`config.mk`:
```
export PLATFORM = sky130hd
export DESIGN_NAME = programmable_info_frame
export DESIGN_NICKNAME = d
export VERILOG_FILES = /design/src/rtl/programmable_info_frame_pkg.sv /design/src/rtl/programmable_info_frame_checksum_engine.sv /design/src/rtl/programmable_info_frame.sv
export SDC_FILE = /design/constraint.sdc
export NUM_CORES = 1
export LEC_CHECK = 0
export BUFFER_PORTS_ARGS = -buffer_cell sky130_fd_sc_hd__buf_2
export CAP_MARGIN = 15
export CORE_MARGIN = 2
export CORE_UTILIZATION = 50
export CTS_CLUSTER_DIAMETER = 100
export DETAILED_ROUTE_END_ITERATION = 10
export GPL_TIMING_DRIVEN = 0
export PLACE_DENSITY = 0.68
export RECOVER_POWER = 100
export SKIP_LAST_GASP = 1
export SLEW_MARGIN = 10
export SYNTH_ARGS = -nofsm -noshare
export SYNTH_HDL_FRONTEND = slang
export SYNTH_SLANG_ARGS = --single-unit
```
`constraint.sdc`:
```
create_clock -name clk_pixel -period 11.8 [get_ports clk_pixel]
set_input_delay 0.59 -clock clk_pixel [delete_from_list [all_inputs] [get_ports clk_pixel]]
set_output_delay 0.59 -clock clk_pixel [all_outputs]
set_load 0.05 [all_outputs]
```
`src/rtl/programmable_info_frame_pkg.sv`:
```
// Shared types and address map for the programmable HDMI InfoFrame source.
// The byte walk order of the checksum engine matches the host address map.
`timescale 1ns/1ps
package hdmi_infoframe_pkg;

    typedef enum logic [1:0] {
        IDLE    = 2'd0,
        SUM     = 2'd1,
        PUBLISH = 2'd2
    } info_state_t;

    localparam logic [4:0] ADDR_TYPE    = 5'd0;
    localparam logic [4:0] ADDR_VERSION = 5'd1;
    localparam logic [4:0] ADDR_LENGTH  = 5'd2;
    localparam logic [4:0] ADDR_PB_BASE = 5'd2;

    localparam int MAX_PB = 27;

endpackage

```
`src/rtl/programmable_info_frame_checksum_engine.sv`:
```
// Serial mod-256 accumulator: after i_start it adds one byte per cycle for
// NUM_BYTES cycles, presenting the index of the byte it wants next.
`timescale 1ns/1ps
module infoframe_checksum_engine #(
    parameter int NUM_BYTES = 30
) (
    input  logic       clk_pixel,
    input  logic       reset_n,
    input  logic       i_start,
    input  logic [7:0] i_byte,
    output logic [4:0] o_idx,
    output logic       o_last,
    output logic [7:0] o_acc
);

    logic       r_active;
    logic [4:0] r_idx;
    logic [7:0] r_acc;

    // NOTE: sequential state uses non-blocking assignments only, so every
    // register samples the pre-edge values of its neighbours.
    always_ff @(posedge clk_pixel or negedge reset_n) begin
        if (!reset_n) begin
            r_active <= 1'b0;
            r_idx    <= '0;
            r_acc    <= '0;
        end else if (i_start) begin
            r_active <= 1'b1;
            r_idx    <= '0;
            r_acc    <= '0;
        end else if (r_active) begin
            r_acc <= r_acc + i_byte;
            r_idx <= r_idx + 5'd1;
            if (o_last) begin
                r_active <= 1'b0;
            end
        end
    end

    assign o_last = r_active && (r_idx == 5'(NUM_BYTES - 1));
    assign o_idx  = r_idx;
    assign o_acc  = r_acc;

endmodule

```
`src/rtl/programmable_info_frame.sv`:
```
// Runtime-programmable InfoFrame source: host-written shadow buffer, serial
// checksum, and tear-free publication into the active header/sub registers.
`timescale 1ns/1ps
module programmable_info_frame
    import hdmi_infoframe_pkg::*;
#(
    parameter int         MAX_PAYLOAD     = 27,
    parameter logic [7:0] DEFAULT_TYPE    = 8'h83,
    parameter logic [7:0] DEFAULT_VERSION = 8'h01,
    parameter logic [4:0] DEFAULT_LENGTH  = 5'd25
) (
    input  logic             clk_pixel,
    input  logic             reset_n,
    input  logic             wr_en,
    input  logic [4:0]       wr_addr,
    input  logic [7:0]       wr_data,
    input  logic             commit,
    input  logic             packet_in_use,
    output logic             busy,
    output logic             wr_error,
    output logic             publish_done,
    output logic             frame_valid,
    output logic [23:0]      header,
    output logic [3:0][55:0] sub
);

    localparam logic [4:0] MAX_LEN = 5'(MAX_PAYLOAD);

    info_state_t     r_state;
    logic            r_busy;
    logic            r_wr_error;
    logic            r_publish_done;
    logic            r_frame_valid;
    logic [23:0]     r_header;
    logic [3:0][55:0] r_sub;

    logic [7:0]      r_type;
    logic [7:0]      r_version;
    logic [4:0]      r_length;
    logic [7:0]      r_pb [1:MAX_PB];

    logic            w_start;
    logic [4:0]      w_idx;
    logic            w_last;
    logic [7:0]      w_acc;
    logic [7:0]      w_byte;
    logic [4:0]      w_wr_pb_idx;
    logic [4:0]      w_rd_pb_idx;
    logic [7:0]      w_pub_bytes [0:MAX_PB];
    logic [3:0][55:0] w_pub_sub;

    assign w_start     = (r_state == IDLE) && commit;
    assign w_wr_pb_idx = wr_addr - ADDR_PB_BASE;
    assign w_rd_pb_idx = w_idx - ADDR_PB_BASE;

    // Shadow writes only land in IDLE, so a same-cycle commit sums the new value.
    // NOTE: the payload array is reset because the cleared payload is visible
    // behaviour here; a plain data RAM would normally be left without reset.
    always_ff @(posedge clk_pixel or negedge reset_n) begin
        if (!reset_n) begin
            r_type    <= DEFAULT_TYPE;
            r_version <= DEFAULT_VERSION;
            r_length  <= DEFAULT_LENGTH;
            for (int i = 1; i <= MAX_PB; i++) begin
                r_pb[i] <= 8'h00;
            end
        end else if (wr_en && (r_state == IDLE)) begin
            case (wr_addr)
                ADDR_TYPE:    r_type    <= wr_data;
                ADDR_VERSION: r_version <= wr_data;
                ADDR_LENGTH:  r_length  <= (wr_data[4:0] > MAX_LEN) ? MAX_LEN : wr_data[4:0];
                default: begin
                    if (w_wr_pb_idx <= MAX_LEN) begin
                        r_pb[w_wr_pb_idx] <= wr_data;
                    end
                end
            endcase
        end
    end

    // NOTE: every variable driven here gets a default first, so no path
    // through the block can leave it unassigned and infer a latch.
    always_comb begin
        w_byte = 8'h00;
        case (w_idx)
            ADDR_TYPE:    w_byte = r_type;
            ADDR_VERSION: w_byte = r_version;
            ADDR_LENGTH:  w_byte = {3'b000, r_length};
            default: begin
                if (w_rd_pb_idx <= r_length) begin
                    w_byte = r_pb[w_rd_pb_idx];
                end
            end
        endcase
    end

    // Publication image: bytes past the programmed length are forced to zero.
    always_comb begin
        w_pub_sub      = '0;
        w_pub_bytes[0] = 8'h00 - w_acc;
        for (int i = 1; i <= MAX_PB; i++) begin
            w_pub_bytes[i] = (i <= int'(r_length)) ? r_pb[i] : 8'h00;
        end
        for (int i = 0; i <= MAX_PB; i++) begin
            w_pub_sub[i / 7][8 * (i % 7) +: 8] = w_pub_bytes[i];
        end
    end

    infoframe_checksum_engine #(
        .NUM_BYTES (3 + MAX_PAYLOAD)
    ) u_checksum (
        .clk_pixel (clk_pixel),
        .reset_n   (reset_n),
        .i_start   (w_start),
        .i_byte    (w_byte),
        .o_idx     (w_idx),
        .o_last    (w_last),
        .o_acc     (w_acc)
    );

    always_ff @(posedge clk_pixel or negedge reset_n) begin
        if (!reset_n) begin
            r_state        <= IDLE;
            r_busy         <= 1'b0;
            r_wr_error     <= 1'b0;
            r_publish_done <= 1'b0;
            r_frame_valid  <= 1'b0;
            r_header       <= '0;
            r_sub          <= '0;
        end else begin
            r_wr_error     <= (r_state != IDLE) && (wr_en || commit);
            r_publish_done <= 1'b0;
            case (r_state)
                IDLE: begin
                    if (commit) begin
                        r_state <= SUM;
                        r_busy  <= 1'b1;
                    end
                end
                SUM: begin
                    if (w_last) begin
                        r_state <= PUBLISH;
                    end
                end
                PUBLISH: begin
                    // Hold off while the assembler is mid-packet to avoid tearing.
                    if (!packet_in_use) begin
                        r_header       <= {3'b000, r_length, r_version, r_type};
                        r_sub          <= w_pub_sub;
                        r_frame_valid  <= 1'b1;
                        r_publish_done <= 1'b1;
                        r_busy         <= 1'b0;
                        r_state        <= IDLE;
                    end
                end
                default: begin
                    r_state <= IDLE;
                    r_busy  <= 1'b0;
                end
            endcase
        end
    end

    assign busy         = r_busy;
    assign wr_error     = r_wr_error;
    assign publish_done = r_publish_done;
    assign frame_valid  = r_frame_valid;
    assign header       = r_header;
    assign sub          = r_sub;

endmodule

```
### Yosys cells after proc, flatten, opt, wreduce, memory -nomap -nowiden

Index checks and enable logic that the tools add are counted.
Widths: inputs -> output; s select.

| storage, ports and cells | value |
|---|---|
| flip-flop bits (word level) | 502 |
| input bits | 18 |
| output and inout port bits | 252 |
| word-level logic and storage cells | 167 |

| cells by class | value |
|---|---|
| $add $sub $neg | 5 |
| order comparisons | 33 |
| eq/ne operators | 10 |
| muxes and demuxes | 52 |
| bitwise gates (word level) | 5 |
| reduce and logical (&&, ||, !) cells | 19 |

Operators with widths:

| cell | count |
|---|---|
| $mux 8 | 33 |
| $bwmux 216 | 1 |
| $le 5x5->1 const A | 12 |
| $bmux 8 s5 | 1 |
| $demux 8 s5 | 1 |
| $le 4x5->1 const A | 8 |
| $pmux 8 s3 | 1 |
| $le 3x5->1 const A | 4 |
| $mux 5 | 3 |
| $ge 6x6->1 const B | 2 |
| $not 5->6 | 2 |
| $eq 5x1->1 const B | 2 |
| $eq 5x2->1 const B | 2 |
| $le 2x5->1 const A | 2 |
| $logic_not 5->1 | 2 |
| $sub 5x2->5 const B | 2 |
| $reduce_and 3->1 | 3 |
| $add 8x8->8 | 1 |
| $reduce_and 2->1 | 4 |
| $sub 1x8->8 const A | 1 |
| $mux 1 | 7 |
| $lt 6x1->1 const B | 1 |
| $mux 2 | 3 |
| $pmux 2 s3 | 1 |
| other kinds (17) | 25 |

### Logic depth before layout (Yosys ltp)

Gate-level depths: netlist of the first run.

| depth | value |
|---|---|
| word-level depth | 10 |
| gate-level depth with buffers | 22 |
| depth with buffers taken out | 19 |

### By module

A second synthesis of the first run with hierarchy kept.

| unflattened totals | value |
|---|---|
| cells, all modules | 1,650 |
| area, all modules | 21,566.9 sq um |

Modules (own cells, without submodules):

| module | times used | cells an instance | area an instance (sq um) |
|---|---|---|---|
| programmable_info_frame | 1 | 1,555 | 20,634.8 |
| infoframe_checksum_engine | 1 | 95 | 932.1 |

### Worst setup path after synthesis of the first run

Ideal clock, no wire load.

| timing | value |
|---|---|
| kind | register -> register |
| from | register u_checksum.r_idx[1] (netlist: u_checksum.o_idx[1]) |
| to | register u_checksum.r_acc[7] (netlist: u_checksum.o_acc[7]) |
| setup time | 0.066 ns |
| data arrival time | 4.709 ns |
| data required time | 11.734 ns |
| setup slack | 7.024 ns |
| stages on the path, launching flop included | 22 |
| path buffers | 4 |
| period minus slack after synthesis | 4.776 ns |
| cells stage by stage | dfrtp_1 > buf_2 > buf_2 > inv_1 > ha_1 > clkbuf_1 > inv_1 > clkbuf_1 > ha_1 > and3_1 > o21ai_0 > nand3_1 > a22o_1 > o21ai_0 > ha_1 > a21o_1 > a21oi_1 > o21ai_0 > o41a_1 > o2111a_1 > a2111oi_1 > a31o_1 |

| on the way | value |
|---|---|
| cells in the longest elaborated chain, start to end | 10 |
| elaborated cells on any way between the ends | 14 |

RTL lines:

| item | line | source |
|---|---|---|
| start, declared | programmable_info_frame_checksum_engine.sv:17 | `logic [4:0] r_idx;` |
| start signal, assigned | programmable_info_frame_checksum_engine.sv:33 | `r_idx <= r_idx + 5'd1;` |
| $sub 5x2->5 | programmable_info_frame.sv:54 | `assign w_rd_pb_idx = w_idx - ADDR_PB_BASE;` |
| $not 5->6 (implied by the code) | programmable_info_frame.sv:91 | `w_byte = r_pb[w_rd_pb_idx];` |
| $bmux 8 s5 | programmable_info_frame.sv:91 |  |
| $mux 8 (implied by the code) (2 in a row) | programmable_info_frame.sv:91 |  |
| $mux 8 | programmable_info_frame.sv:90 | `if (w_rd_pb_idx <= r_length) begin` |
| $pmux 8 s3 (*) | programmable_info_frame.sv:85 | `case (w_idx)` |
| $add 8x8->8 (*) | programmable_info_frame_checksum_engine.sv:32 | `r_acc <= r_acc + i_byte;` |
| $mux 8 (*) | programmable_info_frame_checksum_engine.sv:31 | `end else if (r_active) begin` |
| $mux 8 (*) | programmable_info_frame_checksum_engine.sv:27 | `end else if (i_start) begin` |
| end signal, assigned | programmable_info_frame_checksum_engine.sv:32 |  |
| end, declared | programmable_info_frame_checksum_engine.sv:18 | `logic [7:0] r_acc;` |

Every way passes the cells marked *; elsewhere a longest branch is shown, timed or not. The select of a mux whose other input is x is not followed.
A chain may end at the register's enable or synchronous reset.

==> reports/metrics.csv, run 1 <==
stage,metric,value,unit
timing,Min Hold Slack,0.219,ns
timing,Worst-Margin Slew,4.63,ns
yosys,syn avg cell area,13.6,um^2
cells_and_area,fillcell total,3563,
cells_and_area,share of cells above drive strength 1,20.6,%
timing,post-route minimum period,7.35,ns
setup_path,"Req. time, crit path",11.40,ns
yosys,"Warnings, synthesis",0,
placed_design,gpl congestion,0.976,
yosys,"Distinct cells, synth",61,
timing,final worst slack,4.45,ns
placed_design,Placed Area,23500,um^2
timing,Fmax,136,MHz
hold_path,Hold Path Depth,3,
cells_and_area,nets,1935,
setup_path,Critical Path AT,6.96,ns
yosys,async set or reset register ratio after synthesis,100,%
clock_network,clk root buf,clkbuf_16,
setup_path,Setup crit end kind,async pin,
clock_network,post_cts resized,0,
detailed_routing,DR iter-0 viols,1399,
flow_run,Max Cap Viol,2,
floorplanning,row count,75,
timing,"Hold Vio Cnt, Final",0,
detailed_routing,via count,15300,
cells_and_area,multi-input logic area,8190,um^2
timing,final setup violating endpoints,0,
global_route,initial antenna violation count,3,
cells_and_area,fin util,58.9,%
timing,Final Cycle Share,62.3,%
floorplanning,die width,211,um
yosys,mapped cell area,21300,um^2
placed_design,"worst slack, placed",5.82,ns
setup_path,R2R Setup Slk,4.98,ns
global_route,largest net degree at the start of global routing,102,
hold_path,hold path start,wr_en,
clock_network,TritonCTS clock tree,yes,
placed_design,Post-DP HPWL,48.3,mm
hold_path,min-delay worst type,input pin to register,
clock_network,CTS Buf Count,52,
setup_path,Worst Setup Start Kind,input pin,
yosys,Post-synth EDFFs,0,
setup_path,worst-path maximum fanout,85,
setup_path,WS Path Type,input pin to async pin,
clock_network,clk buf depth,3,
timing,Final Skew,0.0311,ns
pwr,peak supply drop,0.000107,V
yosys,Yosys reg bits,502,
cells_and_area,Finished Cell Area,24800,um^2
timing,Final Max Slew Viols,143,
timing,relative slew slack,-209,%
floorplanning,die extent in y,211,um
clock_network,worst skew pair latency,0.61,ns
status,failing checks,"max-capacitance violations, max-slew violations",
timing,Final TNS setup,0,ns
detailed_routing,Residual DRC,0,
detailed_routing,DRT antenna net count,0,
cells_and_area,register area,12600,um^2
pwr,Leak,11.9,nW
status,status,finished with violations,
global_route,gr ovfl total,0,
global_route,vias in the first global route,15000,
setup_path,worst r2r path cells,21,
cells_and_area,P&R area growth vs syn,16.0,%
yosys,"Seq/Total Area, Yosys",58.9,%
detailed_routing,final wirelength,66.2,mm
cells_and_area,most frequent cells in the layout,"495 x dfrtp_1, 347 x clkbuf_1, 224 x mux2_2",
detailed_routing,first-pass detailed-route iteration total,6,
clock_network,H-tree depth,2,
floorplanning,Initial Util,50.8,%
setup_path,R2R Path End,u_checksum.o_acc[7],
setup_path,RR Startpoint,u_checksum.o_idx[1],
yosys,Post-synth top flop,dfrtp_1,
floorplanning,I/O Pins,270,
global_route,first-pass GRT wire length,97.6,mm
yosys,Synth Instances,1574,
floorplanning,core footprint,42000,um^2
hold_path,Hold Path Sink,wr_error,
cells_and_area,"leading cell type in the layout, fill and taps excluded",dfrtp_1,
global_route,total track usage,30.0,%
pwr,PwrDens,194,nW/um^2
clock_network,CTS clock-pin slew for the worst setup and hold paths,0.06,ns
detailed_routing,Vias/cell,6.15,
detailed_routing,routed wire length per instance,26.7,um
floorplanning,Die Area,44400,um^2
placed_design,# port buffers,258,
clock_network,Sink Count,502,
timing,RSZ-0062 raised after global routing,no,
[how the worst max path moves through the flow]
stage | start | cells past startpoint | to | slack (ns)
after floorplan | u_checksum.o_idx[1] | 21 | u_checksum.o_acc[7] | 7.02
after global placement | reset_n | 1 | sub[83] | 0.23
after detailed placement | u_checksum.o_idx[1] | 21 | u_checksum.o_acc[7] | 5.82
after CTS | u_checksum.o_idx[1] | 21 | u_checksum.o_acc[7] | 5.79
after global routing | reset_n | 3 | sub[129] | 3.11
final | reset_n | 3 | sub[128] | 4.45
[cells in the mapped netlist (2+ instances only)]
library cell | number | share of area, %
mux2_2 | 225 | 12
a21oi_1 | 42 | 0.98
a21o_1 | 3 | 0.11
a31oi_1 | 3 | 0.088
nand2_1 | 157 | 2.8
nor2_1 | 44 | 0.77
inv_1 | 16 | 0.28
clkinv_1 | 3 | 0.053
nor4_1 | 2 | 0.059
mux2_1 | 11 | 0.58
buf_2 | 16 | 0.38
nor3_4 | 3 | 0.23
and2_1 | 7 | 0.21
o21ai_0 | 31 | 0.73
mux2i_1 | 15 | 0.70
nand2_2 | 11 | 0.32
a221o_1 | 2 | 0.094
buf_1 | 8 | 0.14
dfrtp_1 | 495 | 58
nand2b_1 | 2 | 0.059
nand4_1 | 5 | 0.15
clkbuf_1 | 70 | 1.2
xor2_1 | 8 | 0.33
nand3_1 | 40 | 0.94
nor2b_1 | 4 | 0.12
a221oi_1 | 3 | 0.12
buf_4 | 4 | 0.14
a222oi_1 | 5 | 0.23
dfstp_2 | 7 | 0.86
mux4_2 | 55 | 5.8
nor2_2 | 12 | 0.35
a22o_1 | 193 | 7.9
nor3_2 | 5 | 0.23
ha_1 | 22 | 1.3
xnor2_1 | 11 | 0.45
nor3_1 | 8 | 0.19
o31ai_1 | 2 | 0.070
[flip-flops by register name, summed over array words and instances (netlist names), 2 cells and up]
| signal | cells |
|---|---|
| r_state | 2 |
| u_checksum.o_acc | 8 |
| u_checksum.o_idx | 5 |
| sub | 224 |
| r_type | 8 |
| r_version | 8 |
| r_pb | 216 |
| header | 21 |
| r_length | 5 |
[cells by family (layout without fill, tap and decap cells)]
kind of cell | after synthesis | after routing | share of synthesized area (%)
flops | 502 | 502 | 58.9
xor+xnor | 21 | 21 | 1.04
simple gates | 306 | 306 | 6.60
mux | 306 | 306 | 19.0
compound gates | 296 | 296 | 10.8
other cells | 1 | 6 | 0.0176
buf+inv | 119 | 480 | 2.26
fa+ha+maj | 23 | 23 | 1.38
[stage by stage]
stage / power [W] / instances
after floorplan: 0.00277 / 1576
after global placement: 0.00310 / 2373
after detailed placement: 0.00313 / 2378
after CTS: 0.00479 / 2476
after global routing: 0.00497 / 2479
final: 0.00479 / 2479
[power by group]
| group | switching, W | internal, W |
|---|---|---|
| Clock | 0.000691 | 0.000980 |
| Combinational | 0.000654 | 0.000438 |
| Sequential | 0.000155 | 0.00187 |
| Total | 0.00150 | 0.00329 |
[cell type report]
cell class	instances	area share, %
flip-flops and latches	502	50.8
multi-input cells	955	33.1
clock buffers	82	6.36
repair buffers	264	4.45
well taps	539	2.72
plain buffers	99	1.61
clock inverters	15	0.647
inverters	20	0.303
diodes	3	0.0303
[what timing repair did]
item                      in CTS  in global routing
setup buffers                  0                  0
hold buffers                   1                  0
hold endpoints to repair      54                  0
[critical path, stage by stage]
cell	delay (ns)
dlygate4sd3_1	0.53
clkbuf_1	2.33
clkbuf_1	3.39
[routing by layer]
layer | part of all wire [%] | up-vias | global-route usage [%]
li1 | - | 6440 | -
met1 | 42 | 8025 | 42.3
met2 | 48 | 657 | 47.8
met3 | 6.6 | 131 | 4.23
met4 | 3.5 | 0 | 11.2
met5 | 0 | - | 0
(Power assumes the default switching activity.)
==> run 2, diff against run 1 <==
clock period = 7 ns   (was 11.8 ns; I/O delays follow)
==> run 2 against run 1 <==
The flow still finishes with violations (max-capacitance violations, max-slew violations). Worst hold slack lost 0.15 ns. Utilization is essentially flat. Setup slack worse by 3.8 ns. Clock-buffer cell count stayed put. Sequential power up 68%. Sequential cell count is the same. Die area did not move. Routed wire length about the same. Critical path depth up 18. Clock skew is 0.0032 ns lower. Sequential share of layout area barely moved. Highest routed layer is now met5.
==> reports/metrics.csv, run 2 (synthesized netlist as in run 1, its figures left out) <==
stage,metric,value,unit
cells_and_area,nets,1937,
clock_network,post_cts resized,0,
global_route,gr ovfl total,0,
cells_and_area,most frequent cells in the layout,"495 x dfrtp_1, 346 x clkbuf_1, 224 x mux2_2",
setup_path,Critical Path AT,6.92,ns
global_route,total track usage,30.0,%
clock_network,H-tree depth,2,
clock_network,CTS Buf Count,52,
global_route,vias in the first global route,15000,
hold_path,min-delay worst type,input pin to register,
setup_path,"Req. time, crit path",7.55,ns
status,failing checks,"max-capacitance violations, max-slew violations",
setup_path,R2R Path End,u_checksum.o_acc[7],
pwr,PwrDens,326,nW/um^2
global_route,largest net degree at the start of global routing,102,
setup_path,R2R Setup Slk,0.63,ns
timing,"Hold Vio Cnt, Final",0,
floorplanning,row count,75,
timing,Worst-Margin Slew,3.25,ns
pwr,P_int,0.00555,W
cells_and_area,fillcell total,3564,
placed_design,Inst Count DP,2378,
cells_and_area,"leading cell type in the layout, fill and taps excluded",dfrtp_1,
pwr,Clock Power Share,34.9,%
clock_network,clk root buf,clkbuf_16,
pwr,Reg power frac,42.4,%
timing,relative slew slack,-117,%
cells_and_area,multi-input logic area,8190,um^2
flow_run,Max Cap Viol,3,
pwr,Leak,11.9,nW
placed_design,gpl congestion,0.976,
timing,Final Skew,0.0279,ns
clock_network,worst skew pair latency,0.62,ns
timing,final setup violating endpoints,0,
clock_network,TritonCTS clock tree,yes,
pwr,Net Sw Power,0.00253,W
detailed_routing,DR iter-0 viols,1354,
setup_path,WS Path Type,register to register,
clock_network,Sink Count,502,
timing,Final Cycle Share,91.0,%
pwr,peak supply drop,0.000182,V
cells_and_area,non-filler cells in the finished layout,2481,
cells_and_area,fin util,58.8,%
setup_path,Critical Path End,u_checksum.o_acc[7],
timing,post-route minimum period,6.37,ns
placed_design,Post-DP HPWL,48.3,mm
setup_path,crit path from,u_checksum.o_idx[1],
timing,Final TNS setup,0,ns
setup_path,Setup crit end kind,register,
placed_design,# port buffers,258,
detailed_routing,first-pass detailed-route iteration total,7,
floorplanning,I/O Pins,270,
floorplanning,core footprint,42000,um^2
timing,Final Max Slew Viols,241,
status,status,finished with violations,
detailed_routing,Residual DRC,0,
global_route,first-pass GRT wire length,97.6,mm
floorplanning,Die Area,44400,um^2
setup_path,worst-path maximum fanout,10,
floorplanning,die extent in y,211,um
clock_network,clk buf depth,3,
floorplanning,Initial Util,50.8,%
pwr,Comb pwr share,22.8,%
cells_and_area,Largest register FFs,224,
detailed_routing,DRT antenna net count,0,
clock_network,CTS clock-pin slew for the worst setup and hold paths,0.07,ns
detailed_routing,via count,15300,
timing,RSZ-0062 raised after global routing,no,
setup_path,worst r2r path cells,21,
floorplanning,die width,211,um
cells_and_area,P&R area growth vs syn,15.9,%
pwr,sw frac,31.3,%
detailed_routing,routed wire length per instance,26.7,um
setup_path,RR Startpoint,u_checksum.o_idx[1],
cells_and_area,register area,12600,um^2
detailed_routing,final wirelength,66.3,mm
cells_and_area,share of cells above drive strength 1,20.7,%
clock_network,"Setup Fix Bufs, Post-CTS",0,
timing,Fmax,157,MHz
setup_path,Worst Setup Start Kind,register,
detailed_routing,Vias/cell,6.16,
global_route,initial antenna violation count,3,
run 2: repair_timing:
action	4_1_cts	5_1_grt
hold endpoints to repair	55	0
hold buffers	3	0
setup endpoints to repair	0	0
run 2: cell type report:
cell class                 count  area share (%)
antenna                        3          0.0304
buffer                        99            1.62
clock buffer                  82            6.37
clock inverter                15           0.648
inverter                      20           0.304
multi-input combinational    955            33.1
sequential                   502            50.8
tap                          539            2.73
timing repair buffer         266            4.37
run 2: per-layer routing:
metal	vias up	GRT usage [%]	share of wire, %
met5	-	0	0.036
met4	2	11.2	3.6
met3	141	4.23	6.6
met2	653	47.8	48
met1	8057	42.4	42
li1	6434	-	-
run 2: worst min-delay path by stage:
| stage | from | to | slack, ns | depth (start not counted) |
|---|---|---|---|---|
| final | commit | busy | 0.07 | 3 |
| after global routing | wr_data[4] | r_length[2] | 0.13 | 4 |
| after CTS | commit | busy | 0.06 | 3 |
| after detailed placement | reset_n | publish_done | 0.32 | 1 |
| after global placement | frame_valid | frame_valid | 0.44 | 1 |
| after floorplan | reset_n | busy | 0.05 | 0 |
run 2: power groups by stage:
stage	Combinational [W]	Sequential, W	Clock (W)
after floorplan	0.00127	0.00339	0
after global placement	0.00178	0.00345	0
after detailed placement	0.00182	0.00346	0
after CTS	0.00183	0.00341	0.00284
after global routing	0.00196	0.00345	0.00296
final	0.00184	0.00342	0.00282
run 2: metrics by stage:
step / total power [W] / setup WS [ns] / instance area, um^2 / hold slack, ns
6_report: 0.00807 / 0.628 / 24700 / 0.0685
5_1_grt: 0.00837 / 0.363 / 24700 / 0.135
4_1_cts: 0.00808 / 0.988 / 25200 / 0.0600
3_5_place_dp: 0.00528 / 1.02 / 23500 / 0.317
3_3_place_gp: 0.00523 / -4.33 / 23300 / 0.444
2_1_floorplan: 0.00466 / 2.22 / 21300 / 0.0544
run 2: critical path: stages, from the launching register on:
cell and delay, ns:
dfrtp_1 0.44, clkbuf_1 0.39, buf_2 0.45, inv_1 0.28, ha_1 0.35, clkbuf_1 0.25
inv_1 0.30, clkbuf_1 0.55, ha_1 0.35, and3_1 0.16, o21ai_0 0.08, nand3_1 0.10
a22o_1 0.32, o21ai_0 0.36, ha_1 0.30, a21o_1 0.16, a21oi_1 0.22, o21ai_0 0.16
o41a_1 0.39, o2111a_1 0.17, a2111oi_0 0.36, a31o_1 0.14
